**config.mk**
```make
export PLATFORM = sky130hd
export DESIGN_NAME = incrementer_register
export DESIGN_NICKNAME = d
export VERILOG_FILES = /design/src/rtl/incrementer_register.sv
export SDC_FILE = /design/constraint.sdc
export NUM_CORES = 1
export LEC_CHECK = 0
export BUFFER_PORTS_ARGS = -buffer_cell sky130_fd_sc_hd__buf_4
export CELL_PAD_IN_SITES_DETAIL_PLACEMENT = 1
export CELL_PAD_IN_SITES_GLOBAL_PLACEMENT = 2
export CORE_MARGIN = 1.5
export CORE_UTILIZATION = 31
export CTS_BUF_LIST = sky130_fd_sc_hd__clkbuf_16
export CTS_CLUSTER_DIAMETER = 150
export DETAILED_ROUTE_END_ITERATION = 10
export PLACE_DENSITY_LB_ADDON = 0.1
export SYNTH_ARGS = -nofsm -noshare
export SYNTH_HDL_FRONTEND = slang
export SYNTH_SLANG_ARGS = --single-unit
```
**constraint.sdc**
```tcl
create_clock -name clk -period 2.45 [get_ports clk]
set_input_delay 0.245 -clock clk [delete_from_list [all_inputs] [get_ports clk]]
set_output_delay 0.245 -clock clk [all_outputs]
set_load 0.005 [all_outputs]
```
**src/rtl/incrementer_register.sv**
```systemverilog
// rtl/incrementer_register.sv - operand register wrapped around a WIDTH-bit incrementer
//
// Holds the incrementer's A operand, accepts CLR / LOAD / INC_N commands over a
// valid/ready handshake and, while running, captures the incrementer result back
// into the register once per clock. It also tracks a sticky wrap flag and a
// sticky result-check flag.
//
// Ports:
//   clk        system clock, rising edge
//   rst_n      synchronous active-low reset
//   cmd_valid  command request
//   cmd_ready  high when a command can be accepted (IDLE)
//   cmd_op     00 NOP, 01 CLR, 10 LOAD, 11 INC_N
//   cmd_data   LOAD value, or increment count N for INC_N
//   a_out      register value, drives incrementer A
//   z_in       incrementer sum
//   cout_in    incrementer carry out
//   ovf_out    sticky: all-ones -> 0 wrap occurred
//   err_out    sticky: incrementer result did not equal a_out + 1
//   done_out   one-cycle completion pulse
//   busy_out   high while incrementing
module incrementer_register #(
    parameter int WIDTH = 4
) (
    input  logic             clk,
    input  logic             rst_n,
    input  logic             cmd_valid,
    output logic             cmd_ready,
    input  logic [1:0]       cmd_op,
    input  logic [WIDTH-1:0] cmd_data,
    output logic [WIDTH-1:0] a_out,
    input  logic [WIDTH-1:0] z_in,
    input  logic             cout_in,
    output logic             ovf_out,
    output logic             err_out,
    output logic             done_out,
    output logic             busy_out
);

    localparam logic [1:0] OP_NOP  = 2'b00;
    localparam logic [1:0] OP_CLR  = 2'b01;
    localparam logic [1:0] OP_LOAD = 2'b10;
    localparam logic [1:0] OP_INC  = 2'b11;

    typedef enum logic {
        IDLE = 1'b0,
        RUN  = 1'b1
    } state_t;

    state_t           state;
    state_t           state_next;
    logic [WIDTH-1:0] a_reg;
    logic [WIDTH-1:0] remaining;
    logic             ovf_reg;
    logic             err_reg;
    logic             done_reg;
    logic             accept;
    logic             last_pass;
    logic [WIDTH:0]   expected_sum;

    assign accept    = cmd_valid && (state == IDLE);
    assign last_pass = (state == RUN) && (remaining == {{(WIDTH-1){1'b0}}, 1'b1});

    // Widened by one bit so the expected carry is compared along with the sum.
    assign expected_sum = {1'b0, a_reg} + {{WIDTH{1'b0}}, 1'b1};

    // State register
    always_ff @(posedge clk) begin
        if (!rst_n) begin
            state <= IDLE;
        end else begin
            state <= state_next;
        end
    end

    // Next-state logic
    always_comb begin
        state_next = state;
        case (state)
            IDLE: begin
                if (accept && (cmd_op == OP_INC) && (cmd_data != '0)) begin
                    state_next = RUN;
                end
            end
            RUN: begin
                if (last_pass) begin
                    state_next = IDLE;
                end
            end
            default: state_next = IDLE;
        endcase
    end

    // State-decoded outputs
    always_comb begin
        cmd_ready = 1'b0;
        busy_out  = 1'b0;
        case (state)
            IDLE:    cmd_ready = 1'b1;
            RUN:     busy_out  = 1'b1;
            default: cmd_ready = 1'b0;
        endcase
    end

    // Datapath: operand register, pass counter and sticky flags
    always_ff @(posedge clk) begin
        if (!rst_n) begin
            a_reg     <= '0;
            remaining <= '0;
            ovf_reg   <= 1'b0;
            err_reg   <= 1'b0;
            done_reg  <= 1'b0;
        end else begin
            done_reg <= 1'b0;
            if (state == RUN) begin
                a_reg     <= z_in;
                ovf_reg   <= ovf_reg | cout_in;
                err_reg   <= err_reg | ({cout_in, z_in} != expected_sum);
                remaining <= remaining - {{(WIDTH-1){1'b0}}, 1'b1};
                if (last_pass) begin
                    done_reg <= 1'b1;
                end
            end else if (accept) begin
                case (cmd_op)
                    OP_CLR: begin
                        a_reg    <= '0;
                        ovf_reg  <= 1'b0;
                        err_reg  <= 1'b0;
                        done_reg <= 1'b1;
                    end
                    OP_LOAD: begin
                        a_reg    <= cmd_data;
                        ovf_reg  <= 1'b0;
                        done_reg <= 1'b1;
                    end
                    OP_INC: begin
                        // N=0 completes immediately; otherwise the count is armed
                        // and the register is left alone until the first pass.
                        if (cmd_data == '0) begin
                            done_reg <= 1'b1;
                        end else begin
                            remaining <= cmd_data;
                        end
                    end
                    OP_NOP:  ;
                    default: ;
                endcase
            end
        end
    end

    assign a_out    = a_reg;
    assign ovf_out  = ovf_reg;
    assign err_out  = err_reg;
    assign done_out = done_reg;

endmodule

```
# Word-level counts from Yosys, hierarchy flattened
# Index checks and enable logic that the tools add are counted.
# classes
muxes	23
bitwise	3
n_eq_ne	6
addsub	2
n_reduce_logical	16
# ops
operator	n
4-bit 2-to-1 mux	6
1-bit 2-to-1 mux	14
4-bit case mux with 2 select lines	1
2-bit nonzero test	4
2-bit AND reduction	3
4-bit by 1-bit adder with 5-bit output (second input constant)	1
5-bit inequality test	1
2-bit equality test (second input constant)	2
4-bit by 1-bit equality test with 1-bit output (second input constant)	1
1-bit logical AND	4
4-bit logical NOT	1
1-bit case mux with 2 select lines	2
4-bit nonzero test	1
4-bit by 1-bit subtractor with 4-bit output (second input constant)	1
3-bit AND reduction	1
3-bit nonzero test	1
2-bit by 1-bit equality test with 1-bit output (second input constant)	1
2-bit inequality test (second input constant)	1
1-bit bitwise OR	2
2-bit OR reduction	1
1-bit inverter	1
# totals
output_inout_bits	9
input_bits	14
regBits	12
wordCells	56

# Logic depth before layout (Yosys ltp)
# logic_depth
depth_word	6
ltp_mapped	6

# Worst setup path before layout
# OpenSTA, ideal clock, no wires.
# synth_timing
kind	register -> register
start	register a_reg[0] (netlist: a_out[0])
end	register err_reg (netlist: err_out)
path_slack_ps	1184
arrival_ps	1174
stages_incl_launch_ff	6
path_buffers	0
synth_period_minus_slack_ps	1266
cell_sequence	dfxtp_1 -> ha_1 -> xor2_1 -> o22ai_1 -> a31o_1 -> a311oi_1
# synth_between
elab_chain_len	4
# synth_lines
item	line	source
start, declared	52	logic [WIDTH-1:0] a_reg;
start signal, assigned	116	a_reg <= z_in;
start signal, assigned	132	a_reg <= cmd_data;
4-bit by 1-bit adder with 5-bit output	65	assign expected_sum = {1'b0, a_reg} + {{WIDTH{1'b0}}, 1'b1};
5-bit inequality test	118	err_reg <= err_reg | ({cout_in, z_in} != expected_sum);
1-bit bitwise OR	118	
1-bit 2-to-1 mux	115	if (state == RUN) begin
end signal, assigned	118	
end, declared	55	logic err_reg;
# No other way between the ends.
# A chain may end at the register's enable or synchronous reset.

# Worst setup path after layout
# Same ends and word-level chain as after synthesis.

==> reports/metrics.csv <==
stage,metric,value,unit
global_routing,initial antenna violation count,0,
floorplan,I/O pins,23,
global_routing,largest net degree at the start of global routing,27,
timing,RSZ-0062 raised after global routing,false,
placed_design,pre-CTS setup slack,945,ps
clock_tree,clk_lat worst skew,240,ps
hold_path,Worst Min Path Start,rst_n,
synth,Post-Synthesis Cells,94,
synth,count of cell types in the netlist,36,
global_routing,Global Route Usage Sum,0.174,
detailed_routing,via count,804,
synth,"FFs w/ async S/R, synth",0,
worst_setup_path,RR Startpoint,a_out[0],
clock_tree,CTS H-tree lvls,1,
clock_tree,# hold bufs at CTS,0,
detailed_routing,DRT iter0 DRCs,12,
detailed_routing,drt first pass iters,5,
timing,WHS,232,ps
pwr,power per cell area,618,nW/µm²
detailed_routing,DRC errors left,0,
synth,Avg Inst Size Synth,8.61,µm²
clock_tree,Post-CTS Setup Inserts,0,
floorplan,Die Y,54.1,µm
global_routing,first-pass GRT wire length,3420,µm
clock_tree,CTS root buffer,clkbuf_16,
timing,Finish-stage setup viols,0,
detailed_routing,wire per inst,15.1,µm
detailed_routing,final WL,2220,µm
worst_setup_path,Crit Path Max Fanout,5,
floorplan,Die W,54.1,µm
synth,number of flops mapped to enable cells by yosys,0,
worst_setup_path,Worst Path Arrival,1530,ps
floorplan,num rows,18,
clock_tree,total CTS buffers,3,
synth,Mapped Area,810,µm²
timing,worst-margin pin slew,320,ps
cells_and_area,fill cell count,300,
hold_path,Hold Crit Class,in2reg,
timing,slack of the critical path,1070,ps
worst_setup_path,Register-to-Register Path Depth,5,
synth,Yosys Warn Count,0,
placed_design,HPWL Detailed,1690,µm
worst_setup_path,R2R Path End,err_out,
floorplan,die area,2930,µm²
worst_setup_path,Setup CP Type,reg2reg,
cells_and_area,Final Net Count,140,
cells_and_area,n_diodes,0,
clock_tree,Max clock buf depth,2,
clock_tree,post-CTS sizing,0,
timing,Period minus WS final,1380,ps
cells_and_area,share of cells above drive strength 1,0.256,
worst_setup_path,crit path capture type,register,
synth,synthesis-stage register bit count,12,
worst_setup_path,Critical Path RT,2600,ps
synth,post-synthesis sequential area ratio,0.297,
timing,Fmax,723,MHz
clock_tree,CTS sink count,12,
timing,setup TNS,0,ps
worst_setup_path,Critical Path Start Type,register,
detailed_routing,post-DR vias/cell,5.47,
pwr,peak supply drop,0.311,mV
timing,Final Slew Violations,0,
floorplan,core area,2480,µm²
clock_tree,"Reg clk slew, reported paths",50,ps
worst_setup_path,r2r setup slk,1070,ps
detailed_routing,number of routed nets with antenna violations,0,
timing,max_slew headroom,0.785,
placed_design,routability cong.,0.686,
timing,Fin. Hold Viols,0,
job,Max Cap Viol,0,
hold_path,hold path cells,2,
synth,Synth Net Count,115,
timing,Tcrit/Tclk final,0.565,
floorplan,Initial Util,0.327,
global_routing,total grt overflow,0,
pwr,Leak Pwr,0.457,nW
hold_path,Hold EP,done_out,
placed_design,I/O Buffers,22,
cells_and_area,Area Growth Syn to Fin,33.2,%
synth,ys flop type,dfxtp_1,
timing,Final Skew,3.14,ps
clock_tree,CTS tree,built,
run_status,status,finished clean,
global_routing,vias in the first global route,737,
-- layout by cell type (no fill, tap or decap), types with 2 or more instances in the layout --
master      n
a211oi_1    4
a21oi_1     3
a221oi_1    4
a311oi_1    2
and3_1      2
buf_4      23
clkbuf_16   3
clkinv_1    2
dfxtp_1    12
ha_1        7
inv_1       5
nand2_1     4
nand2b_1    2
nand3_1     3
nand3b_1    2
nor2_1      2
nor2b_1     4
nor3_1     10
o21a_1      2
o21ai_0     3
xnor2_1     3
xor2_1      2
-- critical path, cell delays in order, from the launching register on --
cell and delay (ps):
dfxtp_1 410, ha_1 230, xor2_1 180, o22ai_1 100, a31o_1 190, a311oi_1 190
-- kinds of logic after synthesis --
kind of cell             synth area share
AO/OA/AOI/OAI                       0.210
flip-flops                          0.297
adder cells (fa/ha/maj)             0.108
AND/OR/NAND/NOR                     0.278
buffers and inverters              0.0525
XOR/XNOR                           0.0541
-- per-layer routing --
| metal | share of wire | track usage | vias to the layer above |
|---|---|---|---|
| met4 | 0.028 | 0.125 | 0 |
| met5 | 0 | 0 | - |
| met2 | 0.43 | 0.252 | 17 |
| met3 | 0.034 | 0.0333 | 5 |
| li1 | - | - | 397 |
| met1 | 0.51 | 0.229 | 385 |
-- where the power goes --
part	total (W)	internal [W]	switching, W
sequential	0.000228	0.000211	0.0000166
clock	0.000303	0.000213	0.0000900
combinational	0.000136	0.0000693	0.0000666
-- flip-flops by register name (all words and copies together), names as in the netlist --
signal and flops:
ovf_out 1, done_out 1, a_out 4, state 1, err_out 1, remaining 4
-- layout make-up --
| type | instances | area, µm² | area share |
|---|---|---|---|
| multi-input cells | 72 | 527 | 0.488 |
| flip-flops and latches | 12 | 240 | 0.223 |
| repair buffers | 23 | 173 | 0.160 |
| clock buffers | 3 | 75.1 | 0.0696 |
| well taps | 30 | 37.5 | 0.0348 |
| inverters | 7 | 26.3 | 0.0244 |
-- cell usage after synthesis (2+ instances only) --
master	number	share of area
nand3_1	3	0.019
dfxtp_1	12	0.30
and3_1	2	0.015
nand2b_1	2	0.015
a311oi_1	2	0.022
a221oi_1	4	0.043
ha_1	7	0.11
a21oi_1	3	0.019
nor2b_1	4	0.031
nand2_1	4	0.019
clkinv_1	2	0.0093
nand3b_1	2	0.019
o21ai_0	3	0.019
a211oi_1	4	0.037
xor2_1	2	0.022
nor2_1	2	0.0093
xnor2_1	3	0.032
inv_1	5	0.023
nor3_1	10	0.062
o21a_1	2	0.019
-- worst max path at each step --
stage / from / to / slack (ps) / cells after the start
2_1_floorplan: a_out[0] / err_out / 1180 / 5
3_3_place_gp: cmd_op[0] / a_out[3] / 1000 / 7
3_5_place_dp: cmd_op[0] / a_out[3] / 940 / 7
4_1_cts: a_out[0] / err_out / 1040 / 5
5_1_grt: a_out[0] / err_out / 960 / 5
6_report: a_out[0] / err_out / 1070 / 5
-- stage by stage --
step                instance area, µm²   util  power, W  std cells
global route                      1080  0.435  0.000698        147
detailed placement                1000  0.405  0.000368        144
finish                            1080  0.435  0.000667        147
global placement                  1000  0.405  0.000366        144
CTS                               1080  0.435  0.000672        147
floorplan                          810      -  0.000307         94
Power figures use the tool's default switching activity.
